`src/rtl/popcount_unit_if.sv`:
```
// Operand/result handshake bundle for popcount_unit.
// The master is the producer/consumer side and the slave is the counting engine.
interface popcount_unit_if #(
    parameter int WIDTH = 16
);
    localparam int CNT_W = $clog2(WIDTH + 1);

    // Request side: start/mode/din are taken together, and only when start is accepted.
    // Response side: done holds the result until ack; abort cancels in any state.
    logic             start;
    logic             mode;
    logic [WIDTH-1:0] din;
    logic             ack;
    logic             abort;
    logic [1:0]       state;
    logic             busy;
    logic             done;
    logic             zero;
    logic [CNT_W-1:0] count;

    modport master (
        output start, mode, din, ack, abort,
        input  state, busy, done, zero, count
    );

    modport slave (
        input  start, mode, din, ack, abort,
        output state, busy, done, zero, count
    );
endinterface

```
`src/rtl/popcount_unit.sv`:
```
// Population-count engine: clears one set bit of the working operand per cycle.
// The result is held in DONE until acknowledged.
module popcount_unit #(
    parameter int WIDTH = 16
) (
    input  logic                  clk,
    input  logic                  rst,
    popcount_unit_if.slave        bus
);
    localparam int CNT_W = $clog2(WIDTH + 1);

    typedef enum logic [1:0] {
        IDLE  = 2'b00,
        COUNT = 2'b01,
        DONE  = 2'b10,
        BAD   = 2'b11
    } state_e;

    state_e           state_q, state_d;
    logic [WIDTH-1:0] a_q, a_d;
    logic [CNT_W-1:0] cnt_q, cnt_d;

    always_ff @(posedge clk or negedge rst) begin
        if (!rst) begin
            state_q <= IDLE;
            a_q     <= '0;
            cnt_q   <= '0;
        end else begin
            state_q <= state_d;
            a_q     <= a_d;
            cnt_q   <= cnt_d;
        end
    end

    always_comb begin
        state_d = state_q;
        a_d     = a_q;
        cnt_d   = cnt_q;
        if (bus.abort) begin
            state_d = IDLE;
            a_d     = '0;
            cnt_d   = '0;
        end else begin
            unique case (state_q)
                IDLE: begin
                    if (bus.start) begin
                        a_d     = bus.mode ? ~bus.din : bus.din;
                        cnt_d   = '0;
                        state_d = COUNT;
                    end
                end
                COUNT: begin
                    if (a_q == '0) begin
                        state_d = DONE;
                    end else begin
                        // Clears the lowest set bit; count cannot exceed WIDTH.
                        a_d   = a_q & (a_q - WIDTH'(1));
                        cnt_d = cnt_q + CNT_W'(1);
                    end
                end
                DONE: begin
                    if (bus.ack) begin
                        if (bus.start) begin
                            a_d     = bus.mode ? ~bus.din : bus.din;
                            cnt_d   = '0;
                            state_d = COUNT;
                        end else begin
                            state_d = IDLE;
                        end
                    end
                end
                default: state_d = IDLE;
            endcase
        end
    end

    // Every output decodes registered state only.
    assign bus.state = state_q;
    assign bus.busy  = (state_q == COUNT);
    assign bus.done  = (state_q == DONE);
    assign bus.zero  = (state_q == DONE) && (cnt_q == '0);
    assign bus.count = cnt_q;
endmodule

```
`src/flat_wrapper.sv`:
```
// flat-port wrapper written by rule: the top's interface ports become plain ports
module popcount_unit_flat 
#(
    parameter int WIDTH = 16
)
  (clk, rst, bus_start, bus_mode, bus_din, bus_ack, bus_abort, bus_state, bus_busy, bus_done, bus_zero, bus_count);
  popcount_unit_if #(.WIDTH(WIDTH)) bus_i ();
  input  logic clk;
  input  logic rst;
  input wire logic [$bits(bus_i.start)-1:0] bus_start;
  input wire logic [$bits(bus_i.mode)-1:0] bus_mode;
  input wire logic [$bits(bus_i.din)-1:0] bus_din;
  input wire logic [$bits(bus_i.ack)-1:0] bus_ack;
  input wire logic [$bits(bus_i.abort)-1:0] bus_abort;
  output wire logic [$bits(bus_i.state)-1:0] bus_state;
  output wire logic [$bits(bus_i.busy)-1:0] bus_busy;
  output wire logic [$bits(bus_i.done)-1:0] bus_done;
  output wire logic [$bits(bus_i.zero)-1:0] bus_zero;
  output wire logic [$bits(bus_i.count)-1:0] bus_count;
  assign bus_i.start = bus_start;
  assign bus_i.mode = bus_mode;
  assign bus_i.din = bus_din;
  assign bus_i.ack = bus_ack;
  assign bus_i.abort = bus_abort;
  assign bus_state = bus_i.state;
  assign bus_busy = bus_i.busy;
  assign bus_done = bus_i.done;
  assign bus_zero = bus_i.zero;
  assign bus_count = bus_i.count;
  popcount_unit #(.WIDTH(WIDTH)) u_core (.clk(clk), .rst(rst), .bus(bus_i));
endmodule
```
`config.mk`:
```
export PLATFORM = sky130hd
export DESIGN_NAME = popcount_unit_flat
export DESIGN_NICKNAME = d
export VERILOG_FILES = /design/src/rtl/popcount_unit_if.sv /design/src/rtl/popcount_unit.sv /design/src/flat_wrapper.sv
export SDC_FILE = /design/constraint.sdc
export NUM_CORES = 1
export LEC_CHECK = 0
export BUFFER_PORTS_ARGS = -buffer_cell sky130_fd_sc_hd__buf_2
export CAP_MARGIN = 20
export CORE_MARGIN = 2
export CORE_UTILIZATION = 25
export DETAILED_ROUTE_END_ITERATION = 16
export HOLD_SLACK_MARGIN = 0.08
export PLACE_DENSITY = 0.46
export SKIP_CTS_REPAIR_TIMING = 1
export SLEW_MARGIN = 20
export SYNTH_ARGS = -nofsm -noshare
export SYNTH_HDL_FRONTEND = slang
export SYNTH_SLANG_ARGS = --single-unit
```
`constraint.sdc`:
```
create_clock -name clk -period 3.1 [get_ports clk]
set_input_delay 0.62 -clock clk [delete_from_list [all_inputs] [get_ports clk]]
set_output_delay 0.62 -clock clk [all_outputs]
set_load 0.05 [all_outputs]
```
==> results.yml, run 1 <==
status:
  outcome: "complete, no violations"
final_layout:
  final-seq-area_sq_um: 575.6
  nNetsFinal: 238
  multi_input_area_sq_um: 967.2
  post-route-cell-area_sq_um: 1892
  final_cell_mix: "buf_2, dfrtp_1, nand2_1, a21oi_1, xor2_1"
  final_common_cell: "buf_2"
  area_delta_synth_final_pct: 17.76
  num-fill-cells: 684
  layout-drive-gt1-share_pct: 22.12
  stdcell_count: 285
  post-route-util_pct: 30.14
  insertedDiodeCount: 0
critical_path:
  path_class: "reg2reg"
  crit_fanout: 8
  worst_ep_required_time_ps: 3260
  startpoint: "u_core.a_q[2]$_DFFE_PN0P_"
  critPathArrivalTime_ps: 2600
  worstSetupEndpointType: "flop"
  rr_startpoint: "u_core.a_q[2]$_DFFE_PN0P_"
  start_kind: "flop"
floorplanning:
  core_area_sq_um: 6277
  die_area_sq_um: 7084
  ios: 32
  die_w_um: 84.17
  start_util_pct: 25.59
  row_count: 29
  fp.dieH_um: 84.17
global_routing:
  grt_pass1_vias: 1361
  grt.overflow.total: 0
  grt_pass1_wl_um: 6989
  grt_max_degree: 27
  antenna_found_initial: 0
  grt_use_total_pct: 12.08
clock_network:
  cts_num_sinks: 23
  cts-buffers-inserted: 3
  clk_path_buf_depth: 2
  clock_tree.root_cell: "clkbuf_8"
  htreeDepth: 1
  clkSlewWorstSetupHoldPaths_ps: 90
  insertion_delay_ps: 270
  cts_tree: "built"
placement:
  gp_congestion: 0.7045
  dp_hpwl_um: 2978
  io_buffers: 31
  place_area_sq_um: 1847
  dp_cells: 281
  pre_cts_ws_ps: 674.6
sta:
  fmaxAchievable_mhz: 410.2
  worst_hold_slack_ps: 321.4
  tightestPinTransition_ps: 784.4
  max-slew-margin-rel_pct: 47.30
  rsz0062_at_grt: "false"
  fin_ws_ps: 662.3
  fin_crit_ps: 2438
  finalMaxSlewViolations: 0
  setup_viol: 0
  min_period_over_period_pct: 78.64
  finClkSkew_ps: 6.329
  hold_viol: 0
  fin_tns_setup_ps: 0
drt:
  drt_iter0_drc: 95
  wl_met3_um: 174
  first_pass_iters: 4
  wl_um: 4149
  wl_met1_um: 2123
  drc: 0
  wl_met2_um: 1835
  detail-route-antenna-nets: 0
  via_per_inst: 4.947
  vias: 1410
  maxUsedRoutingLayer: "met4"
  wire_per_inst_um: 14.56
synth:
  yosys-top-cells-area: "dfrtp_1, xor2_1, ha_1"
  synthDistinctLibCells: 47
  post_synth_instance_area_sq_um: 1607
  synth-seq-cells: 23
  synth_ff_type: "dfrtp_1"
  synth_edf_count: 0
  seq_area_frac_synth_pct: 35.83
  syn_inst: 180
  ys.warnings.count: 0
  synth_nets: 209
  syn_avg_cell_area_sq_um: 8.925
  synth_top_area_share_pct: 35.83
  yosysTopAreaCell: "dfrtp_1"
  synthArstFlopShare_pct: 100.0
power:
  power.density_nw_per_um2: 797.8
  vdd_drop_max_v: 0.0003022
  p_total_mw: 1.509
  p_leak_nw: 0.8557
flow_run:
  cap_violations: 0
hold_path:
  holdCritPathClass: "in2async"
worst paths after layout:
check                                                       end  slack (ps)  cells after the start
worst max-delay path                 u_core.a_q[15]$_DFFE_PN0P_         660                      4
worst min-delay path            u_core.bus.count[2]$_DFFE_PN0P_         320                      1
worst max register to register       u_core.a_q[15]$_DFFE_PN0P_         660                      4
worst min register to register        u_core.a_q[3]$_DFFE_PN0P_         540                      2
max in group asynchronous             u_core.a_q[2]$_DFFE_PN0P_        2410                      1
min in group clk                      u_core.a_q[3]$_DFFE_PN0P_         540                      2
layer usage:
metal | GRT usage, % | up-vias
met5 | 0 | -
met4 | 2.199 | 0
met3 | 2.852 | 2
met2 | 19.05 | 26
met1 | 17.07 | 662
li1 | - | 720
worst max-delay path: stages, from the launching register on:
cell	delay, ps
dfrtp_1	410
or4_1	680
or4_4	560
or3_4	410
a211o_1	260
layout make-up:
type / count / share of cell area [%]
flip-flops and latches: 23 / 30.42
multi-input cells: 139 / 51.12
repair buffers: 34 / 9.392
inverters: 8 / 1.587
clock buffers: 4 / 2.381
well taps: 77 / 5.093
cell usage after synthesis (all sizes together), types with 2 or more instances:
cell type / n
a211o: 3
nand2: 13
nor2: 10
or2: 4
or3: 4
nor4: 3
mux2i: 5
inv: 8
nand4: 2
xor2: 11
clkbuf: 9
a2111oi: 2
o21ai: 6
nand3: 5
a21oi: 13
a32o: 2
or4: 4
dfrtp: 23
a31oi: 2
nor3: 4
xnor2: 4
a22oi: 4
ha: 7
a211oi: 3
o211ai: 3
nor3b: 2
o31ai: 2
o21a: 2
nand2b: 6
state kept, by name (all words and copies together), names as in the netlist:
| register | cells |
|---|---|
| u_core.a_q | 16 |
| u_core.bus.count | 5 |
| u_core.bus.state | 2 |
where the power goes:
part	switching, mW	internal [mW]	total, mW
Clock	0.106	0.0920	0.198
Sequential	0.0805	0.372	0.453
Combinational	0.541	0.317	0.858
kinds of logic (layout without fill, tap and decap cells):
group	Yosys count	count (layout)	share of synthesized area, %
simple gates	63	63	21.89
compound gates	49	49	21.18
flops	23	23	35.83
buf+inv	18	46	4.361
xor+xnor	15	15	8.177
fa+ha+maj	7	7	5.451
mux	5	5	3.115
No activity file was read; power rests on OpenSTA's default activity.
==> inputs of run 2 (changes only) <==
--- a/config.mk
+++ b/config.mk
@@ -11,7 +11,7 @@
 export CORE_UTILIZATION = 25
 export DETAILED_ROUTE_END_ITERATION = 16
 export HOLD_SLACK_MARGIN = 0.08
-export PLACE_DENSITY = 0.46
+export PLACE_DENSITY = 0.47
 export SKIP_CTS_REPAIR_TIMING = 1
 export SLEW_MARGIN = 20
 export SYNTH_ARGS = -nofsm -noshare
==> constraint.sdc (replaced) <==
create_clock -name clk -period 2 [get_ports clk]
set_input_delay 0.4 -clock clk [delete_from_list [all_inputs] [get_ports clk]]
set_output_delay 0.4 -clock clk [all_outputs]
set_load 0.05 [all_outputs]
==> results.yml, run 2 (same netlist as run 1, synthesis figures left out) <==
sta:
  fin_crit_ps: 2148
  min_period_over_period_pct: 107.4
  setup_viol: 7
  finClkSkew_ps: 0.6445
  tightestPinTransition_ps: 553.9
  finalMaxSlewViolations: 0
  max-slew-margin-rel_pct: 63.07
  fin_tns_setup_ps: -598.6
  hold_viol: 0
  fmaxAchievable_mhz: 465.5
  fin_ws_ps: -148.1
  rsz0062_at_grt: "true"
critical_path:
  rr_startpoint: "u_core.a_q[2]$_DFFE_PN0P_"
  critPathArrivalTime_ps: 2320
  startpoint: "u_core.a_q[2]$_DFFE_PN0P_"
  crit_fanout: 3
  worst_ep_required_time_ps: 2170
  worstSetupEndpointType: "flop"
  start_kind: "flop"
  path_class: "reg2reg"
status:
  violations: "setup timing"
  outcome: "finished with violations"
drt:
  vias: 1551
  wl_um: 4528
  via_per_inst: 4.893
  detail-route-antenna-nets: 0
  drc: 0
  first_pass_iters: 4
  wire_per_inst_um: 14.28
  drt_iter0_drc: 74
power:
  p_int_mw: 1.694
  p_total_mw: 3.045
  p_leak_nw: 1.020
  power.density_nw_per_um2: 1362
  power_frac_clock_pct: 10.3
  pwr-share-seq_pct: 22.0
  p_sw_mw: 1.351
  swShare_pct: 44.37
  combPwrFrac_pct: 67.7
  vdd_drop_max_v: 0.0005230
clock_network:
  clock_tree.root_cell: "clkbuf_8"
  cts-buffers-inserted: 3
  cts_num_sinks: 23
  htreeDepth: 1
  clkSlewWorstSetupHoldPaths_ps: 90
  clk_path_buf_depth: 2
  insertion_delay_ps: 270
  cts_tree: "built"
global_routing:
  busiest_layer: "met2"
  grt_max_degree: 26
  grt_pass1_wl_um: 7410
  antenna_found_initial: 0
  grt.overflow.total: 0
  use_met1_pct: 17.78
  grt.met3_usage_pct: 2.557
  use_met2_pct: 21.14
  grt_pass1_vias: 1525
  grt_use_total_pct: 12.87
placement:
  io_buffers: 31
  gp_congestion: 0.7824
  place_area_sq_um: 2088
  dp_hpwl_um: 3409
final_layout:
  num-fill-cells: 667
  final_cell_mix: "buf_4, buf_2, dfrtp_1"
  largest_register_ffs: 16
  post-route-cell-area_sq_um: 2235
  insertedDiodeCount: 0
  top_register: "u_core.a_q"
  layout-drive-gt1-share_pct: 39.17
  area_delta_synth_final_pct: 39.10
  post-route-util_pct: 35.60
  final_common_cell: "buf_4"
  nNetsFinal: 270
hold_path:
  holdCritPathClass: "in2async"
floorplanning:
  die_area_sq_um: 7084
  row_count: 29
  die_w_um: 84.17
  fp.dieH_um: 84.17
  start_util_pct: 25.59
  ios: 32
  core_area_sq_um: 6277
flow_run:
  cap_violations: 0
==> run 2: worst paths after layout <==
path	cells after the start	end	slack (ps)
setup / recovery	4	u_core.a_q[15]$_DFFE_PN0P_	-150
hold / removal	1	u_core.a_q[12]$_DFFE_PN0P_	90
setup reg to reg	4	u_core.a_q[15]$_DFFE_PN0P_	-150
hold reg to reg	2	u_core.a_q[5]$_DFFE_PN0P_	560
max in group asynchronous	1	u_core.bus.state[1]$_DFFE_PN0P_	1510
min in group clk	3	u_core.a_q[3]$_DFFE_PN0P_	400
==> run 2: through the flow <==
step | cells | hold WS [ps] | worst slack [ps]
6_report | 317 | 95.00 | -148.1
5_1_grt | 317 | 150.2 | -204.9
4_1_cts | 315 | 119.2 | -215.7
3_5_place_dp | 311 | 427.3 | -199.9
3_3_place_gp | 311 | 423.6 | -172.8
2_1_floorplan | 180 | 104.4 | -252.7
==> run 2: power by group through the flow <==
stage / clock network [mW] / registers (mW) / logic, mW
finish: 0.314 / 0.670 / 2.06
global route: 0.338 / 0.693 / 2.25
CTS: 0.328 / 0.667 / 1.79
detailed placement: 0 / 0.676 / 1.78
global placement: 0 / 0.678 / 1.77
floorplan: 0 / 0.750 / 0.980
==> run 2: cell type report <==
| type | instances | area [sq um] | share of cell area, % |
|---|---|---|---|
| Timing Repair Buffer | 66 | 427.9 | 19.15 |
| Clock inverter | 1 | 7.507 | 0.3359 |
| Inverter | 8 | 30.03 | 1.344 |
| Clock buffer | 3 | 41.29 | 1.848 |
| Multi-Input combinational cell | 139 | 1054 | 47.14 |
| Sequential cell | 23 | 578.1 | 25.87 |
| Tap cell | 77 | 96.34 | 4.311 |
==> run 2: worst max-delay path, stage by stage, from the launching register on <==
cell and delay [ps]:
dfrtp_1 410, or4_4 520, or4_4 490, or3_4 350, a211o_1 260
==> run 2: metal layers <==
layer	up-vias	wire length, um
li1	781	-
met1	733	2186
met2	32	2124
met3	5	174
met4	0	43
met5	-	0
